`config.mk`:
```
export PLATFORM = sky130hd
export DESIGN_NAME = control_sequencer
export DESIGN_NICKNAME = d
export VERILOG_FILES = /design/src/rtl/control_pkg.sv /design/src/rtl/control_sequencer_opcode_decoder.sv /design/src/rtl/control_sequencer.sv
export SDC_FILE = /design/constraint.sdc
export NUM_CORES = 1
export LEC_CHECK = 0
export BUFFER_PORTS_ARGS = -buffer_cell sky130_fd_sc_hd__buf_2
export CORE_MARGIN = 2
export CORE_UTILIZATION = 46
export DETAILED_ROUTE_END_ITERATION = 10
export GPL_TIMING_DRIVEN = 0
export PLACE_DENSITY = 0.87
export SLEW_MARGIN = 20
export SYNTH_ARGS = -nofsm -noshare
export SYNTH_HDL_FRONTEND = slang
export SYNTH_SLANG_ARGS = --single-unit
```
`constraint.sdc`:
```
create_clock -name clk -period 4 [get_ports clk]
set_clock_uncertainty 0.05 [all_clocks]
set_input_delay 0.8 -clock clk [delete_from_list [all_inputs] [get_ports clk]]
set_output_delay 0.8 -clock clk [all_outputs]
set_load 0.01 [all_outputs]
```
`src/rtl/control_pkg.sv`:
```
// Shared types and constants for the control sequencer and its opcode decoder.
// Optional feature macro: CONTROL_SEQUENCER_ILLEGAL_TRAP_EN (see control_sequencer.sv).
package control_pkg;

  // Sequencer states
  typedef enum logic [1:0] {
    IDLE  = 2'd0,
    FETCH = 2'd1,
    EXEC  = 2'd2,
    HALT  = 2'd3
  } state_t;

  // ALU operation codes, taken from ooo[2:1] of an ALU opcode
  localparam logic [1:0] ALU_ADD = 2'd0;
  localparam logic [1:0] ALU_SUB = 2'd1;
  localparam logic [1:0] ALU_AND = 2'd2;
  localparam logic [1:0] ALU_OR  = 2'd3;

  // Opcode-class masks: (opcode & MASK) == MATCH
  localparam logic [7:0] MOV_MASK   = 8'hC0;
  localparam logic [7:0] MOV_MATCH  = 8'h40;
  localparam logic [7:0] MVI_MASK   = 8'hC7;
  localparam logic [7:0] MVI_MATCH  = 8'h06;
  localparam logic [7:0] ALU_MASK   = 8'hC0;
  localparam logic [7:0] ALU_MATCH  = 8'h80;
  localparam logic [7:0] HLT_OPCODE = 8'h76;

  // Default register indices
  localparam int DEF_ACC_INDEX = 7;
  localparam int DEF_MEM_INDEX = 6;

  // True when an opcode falls in the class described by mask/match
  function automatic logic opMatch(input logic [7:0] op,
                                   input logic [7:0] mask,
                                   input logic [7:0] match);
    return (op & mask) == match;
  endfunction

endpackage

```
`src/rtl/control_sequencer_opcode_decoder.sv`:
```
// Combinational opcode classifier: splits IR contents into instruction class,
// register fields and ALU operation. Any use of the M register is illegal.
module opcode_decoder
  import control_pkg::*;
#(
  parameter int REG_FIELD_W = 3,
  parameter int MEM_INDEX   = DEF_MEM_INDEX,
  parameter int ALU_OP_W    = 2
) (
  input  logic [7:0]             ir_data,
  output logic                   is_mov,
  output logic                   is_mvi,
  output logic                   is_alu,
  output logic                   is_hlt,
  output logic                   is_illegal,
  output logic [REG_FIELD_W-1:0] ddd,
  output logic [REG_FIELD_W-1:0] sss,
  output logic [ALU_OP_W-1:0]    alu_op
);

  logic w_dddIsMem;
  logic w_sssIsMem;

  assign ddd = ir_data[5:3];
  assign sss = ir_data[2:0];

  assign w_dddIsMem = (ddd == REG_FIELD_W'(MEM_INDEX));
  assign w_sssIsMem = (sss == REG_FIELD_W'(MEM_INDEX));

  // HLT shares the MOV M,M encoding, so it is carved out of the MOV class
  assign is_hlt = (ir_data == HLT_OPCODE);
  assign is_mov = opMatch(ir_data, MOV_MASK, MOV_MATCH) && !is_hlt &&
                  !w_dddIsMem && !w_sssIsMem;
  assign is_mvi = opMatch(ir_data, MVI_MASK, MVI_MATCH) && !w_dddIsMem;
  // Only the even ooo codes (ADD/SUB/ANA/ORA) are implemented
  assign is_alu = opMatch(ir_data, ALU_MASK, ALU_MATCH) && !ir_data[3] &&
                  !w_sssIsMem;

  assign is_illegal = !(is_mov || is_mvi || is_alu || is_hlt);

  assign alu_op = ALU_OP_W'(ir_data[5:4]);

endmodule

```
`src/rtl/control_sequencer.sv`:
```
// Multi-cycle instruction sequencer for the 8080-subset datapath.
// FETCH loads IR, then EXEC steps 1..3 drive one-hot register select/enable
// vectors and ALU strobes. Outputs are decoded from (state, step, ir_data).
// Optional feature macro: CONTROL_SEQUENCER_ILLEGAL_TRAP_EN adds the 'illegal'
// output and halts on illegal opcodes; without it illegal opcodes act as NOPs.
module control_sequencer
  import control_pkg::*;
#(
  parameter int REG_FIELD_W = 3,
  parameter int NUM_REGS    = 2 ** REG_FIELD_W,
  parameter int ACC_INDEX   = DEF_ACC_INDEX,
  parameter int MEM_INDEX   = DEF_MEM_INDEX,
  parameter int ALU_OP_W    = 2
) (
  input  logic                clk,
  input  logic                reset,
  input  logic                run,
  input  logic [7:0]          ir_data,
  output logic                data_in_select,
  output logic [NUM_REGS-1:0] reg_select,
  output logic [NUM_REGS-1:0] reg_enable,
  output logic                r1_enable,
  output logic                r2_enable,
  output logic                r2_select,
  output logic                ir_enable,
  output logic [ALU_OP_W-1:0] alu_op,
  output logic                busy,
  output logic                done,
  output logic                halted,
  output logic [1:0]          step
`ifdef CONTROL_SEQUENCER_ILLEGAL_TRAP_EN
  ,
  output logic                illegal
`endif
);

  state_t r_state;
  state_t w_nextState;
  logic [1:0] r_step;
  logic [1:0] w_nextStep;

  logic                   w_isMov;
  logic                   w_isMvi;
  logic                   w_isAlu;
  logic                   w_isHlt;
  logic                   w_isIllegal;
  logic [REG_FIELD_W-1:0] w_ddd;
  logic [REG_FIELD_W-1:0] w_sss;
  logic [ALU_OP_W-1:0]    w_aluOp;

`ifdef CONTROL_SEQUENCER_ILLEGAL_TRAP_EN
  logic r_illegal;
  logic w_trap;
`endif

  opcode_decoder #(
    .REG_FIELD_W(REG_FIELD_W),
    .MEM_INDEX  (MEM_INDEX),
    .ALU_OP_W   (ALU_OP_W)
  ) u_decoder (
    .ir_data   (ir_data),
    .is_mov    (w_isMov),
    .is_mvi    (w_isMvi),
    .is_alu    (w_isAlu),
    .is_hlt    (w_isHlt),
    .is_illegal(w_isIllegal),
    .ddd       (w_ddd),
    .sss       (w_sss),
    .alu_op    (w_aluOp)
  );

  // State and step registers; reset aborts any instruction in flight
  always_ff @(posedge clk or posedge reset) begin
    if (reset) begin
      r_state <= IDLE;
      r_step  <= 2'd0;
    end else begin
      r_state <= w_nextState;
      r_step  <= w_nextStep;
    end
  end

  // Next-state/step and all strobes, decoded from the current state and step
  always_comb begin
    w_nextState    = r_state;
    w_nextStep     = r_step;
    data_in_select = 1'b1;
    reg_select     = '0;
    reg_enable     = '0;
    r1_enable      = 1'b0;
    r2_enable      = 1'b0;
    r2_select      = 1'b0;
    ir_enable      = 1'b0;
    alu_op         = ALU_OP_W'(ALU_ADD);
    done           = 1'b0;
`ifdef CONTROL_SEQUENCER_ILLEGAL_TRAP_EN
    w_trap         = 1'b0;
`endif
    case (r_state)
      IDLE: begin
        w_nextStep = 2'd0;
        if (run) begin
          w_nextState = FETCH;
        end
      end
      FETCH: begin
        ir_enable   = 1'b1;
        w_nextState = EXEC;
        w_nextStep  = 2'd1;
      end
      EXEC: begin
        // Anything not explicitly continued returns to IDLE, which also
        // recovers from a corrupted step value
        w_nextState = IDLE;
        w_nextStep  = 2'd0;
        if (w_isAlu) begin
          alu_op = w_aluOp;
        end
        case (r_step)
          2'd1: begin
            if (w_isMov) begin
              data_in_select    = 1'b0;
              reg_select[w_sss] = 1'b1;
              reg_enable[w_ddd] = 1'b1;
              done              = 1'b1;
            end else if (w_isMvi) begin
              reg_enable[w_ddd] = 1'b1;
              done              = 1'b1;
            end else if (w_isAlu) begin
              data_in_select        = 1'b0;
              reg_select[ACC_INDEX] = 1'b1;
              r1_enable             = 1'b1;
              w_nextState           = EXEC;
              w_nextStep            = 2'd2;
            end else if (w_isHlt) begin
              done        = 1'b1;
              w_nextState = HALT;
            end else if (w_isIllegal) begin
              done = 1'b1;
`ifdef CONTROL_SEQUENCER_ILLEGAL_TRAP_EN
              w_trap      = 1'b1;
              w_nextState = HALT;
`endif
            end
          end
          2'd2: begin
            if (w_isAlu) begin
              data_in_select    = 1'b0;
              reg_select[w_sss] = 1'b1;
              r2_enable         = 1'b1;
              w_nextState       = EXEC;
              w_nextStep        = 2'd3;
            end
          end
          2'd3: begin
            if (w_isAlu) begin
              data_in_select        = 1'b0;
              r2_select             = 1'b1;
              reg_enable[ACC_INDEX] = 1'b1;
              done                  = 1'b1;
            end
          end
          default: begin
          end
        endcase
      end
      HALT: begin
        w_nextStep = 2'd0;
      end
      default: begin
        w_nextState = IDLE;
        w_nextStep  = 2'd0;
      end
    endcase
  end

  assign busy   = (r_state == FETCH) || (r_state == EXEC);
  assign halted = (r_state == HALT);
  assign step   = r_step;

`ifdef CONTROL_SEQUENCER_ILLEGAL_TRAP_EN
  // Sticky trap flag: set when an illegal opcode halts the machine
  always_ff @(posedge clk or posedge reset) begin
    if (reset) begin
      r_illegal <= 1'b0;
    end else if (w_trap) begin
      r_illegal <= 1'b1;
    end
  end

  assign illegal = r_illegal || w_trap;
`endif

endmodule
```
==> out/qor.txt <==
Total of max-cap violations -> 0
Worst endpoint required time -> 3150 ps
Mapped cell area -> 686 sq um
Fin. max-slew vios -> 0
GRT Resource Usage Total -> 0.198
Normalized max-slew margin -> 0.616
Diodes inserted -> 0
H-tree lvl count -> 1
Global-route wire length before repair -> 2800 microns
Number of I/O port buffers -> 33
Mean Syn Cell Area -> 7.88 sq um
R2R depth -> 6
Leakage -> 0.474 nW
Synth Instances -> 87
Initial antenna violation count -> 0
Vias -> 775
WL/cell -> 12.2 microns
Largest net degree at the start of global routing -> 11
Ys Warns -> 0
Critical Setup Path Class -> primary input to output port
Vias per cell -> 5.58
Clock root buffer -> clkbuf_4
Clock-pin transition on the worst setup and hold timing paths -> 40 ps
Final Setup Violations -> 0
Synth area leaders -> ha_1, dfrtp_1, nor3_1
DRT Pass-1 Iters -> 4
Worst VDD drop -> 0.326 mV
Initial Utilization -> 0.508
# Post-CTS Setup Buffers -> 0
PostCTS Resize Cnt -> 0
Post-CTS Hold Fix Bufs -> 0
Fmax -> 308 MHz
CP max FO -> 10
Status -> complete, no violations
DP HPWL -> 1370 microns
FILL cells -> 119
Clock latency on the worst-skew pair -> 230 ps
Final setup TNS -> 0 ps
Total CTS buffers -> 3
Post-route ant nets -> 0
Die area -> 1820 sq um
Commonest non-fill, non-tap cell in the layout -> buf_2
Biggest area consumer among synthesized cells -> ha_1
Residual DRC count -> 0
Die height -> 42.6 microns
TritonCTS clock tree -> built
Post-layout min period -> 3250 ps
Fin worst setup slack -> 754 ps
GRT overflow -> 0
Hold WC Path Type -> primary input to asynchronous set/reset pin
Number of library cell types mapped by synthesis -> 36
Fin crit share -> 0.812
Synthesis-stage register bit count -> 4
Number of nets in the layout -> 146
Drt total wl -> 1700 microns
Post-synth top area share -> 0.164
FP Rows -> 13
Max Root-Sink Buffers -> 2
Most frequent cells in the layout -> buf_2, ha_1, inv_1
Worst-Margin Slew -> 574 ps
Final Wtd Congestion -> 0.844
Die width -> 42.6 microns
Hold slack -> 390 ps
Power per cell area -> 391 nW/um^2
Startpoint Class -> primary input
Layout cells sized above 1 -> 0.371
Hold Vio Cnt, Final -> 0
Starting DRC count in detailed routing -> 11
Boundary pin count -> 39
Vias in the first global route -> 659
Arr. time, crit path -> 2400 ps
Area Growth Syn to Fin -> 30.7%
Tot Pwr -> 0.350 mW
Fin cells -> 139
Element type at the critical path end -> output port
Setup Slack @ Placement -> 782 ps
RSZ-0062 raised after global routing -> no
Register area share after synthesis -> 0.146
Clk sink count -> 4
Core box area -> 1350 sq um
Cells after DPL -> 136
-- Yosys cell counts, drive strengths merged --
library cell  n
conb          1
clkbuf        3
o21bai        1
a21o          1
nand3b        1
mux2i         2
a211o         2
dfrtp         4
or3           1
or4b          1
nand2b        1
nor4          4
or2           1
nor4b         2
and3          4
inv           8
or2b          2
nor3b         2
nor2          4
nand3         3
buf           4
ha            9
nor2b         1
o32a          1
nand4         2
a22oi         1
a41oi         2
o21a          2
a21oi         3
nor3          8
xnor2         1
nand2         4
and3b         1
-- path summary, 6_finish.rpt --
check | end | startpoint | slack, ps
min in group clk | r_state[0] | r_state[0] | 620
setup reg to reg | r_state[1] | r_state[0] | 2150
max in group asynchronous | r_state[1] | reset | 3360
hold reg to reg | r_state[0] | r_state[0] | 620
setup / recovery | reg_select[0] | ir_data[2] | 750
hold / removal | r_state[0] | reset | 390
-- cell type report --
class                      instances  area [sq um]  area share
buffer                             7          42.5      0.0475
sequential                         4           100       0.112
inverter                           8          30.0      0.0335
clock buffer                       3          22.5      0.0251
tap                               15          18.8      0.0209
timing repair buffer              33           165       0.184
multi-input combinational         69           517       0.577
-- sequential cells by signal, summed over array words and instances, names as in the netlist --
signal and count:
step 2, r_state 2
-- where the power goes --
group / switching (mW) / internal, mW / total [mW]
Combinational: 0.130 / 0.0933 / 0.224
Clock: 0.0156 / 0.0335 / 0.0491
Sequential: 0.0202 / 0.0569 / 0.0771
Total: 0.166 / 0.184 / 0.350
-- cell families after synthesis --
family	synth area share
xor gates and xnor gates	0.0128
adders and majority gates	0.164
DFF	0.146
AOI/OAI and AO/OA	0.150
muxes	0.0292
and+or+nand+nor	0.387
buffers and inverters	0.106
other	0.00547
-- critical path: stages --
cell	delay, ps
buf_2	130
and3b_1	190
buf_6	130
nor3_2	480
a22oi_2	230
nor4_1	250
buf_2	180
-- layer usage --
layer,vias to the layer above,share of wire,track usage
met1,359,0.43,0.238
met5,-,0,0
met2,28,0.52,0.351
met3,0,0.052,0.0259
li1,388,-,-
met4,0,0,0.0750
-- per-stage QoR --
step	cell area, sq um	util
after floorplan	689	-
after global placement	873	0.647
after detailed placement	873	0.647
after CTS	896	0.664
after global routing	896	0.664
final	896	0.664
Power figures use the tool's default switching activity.
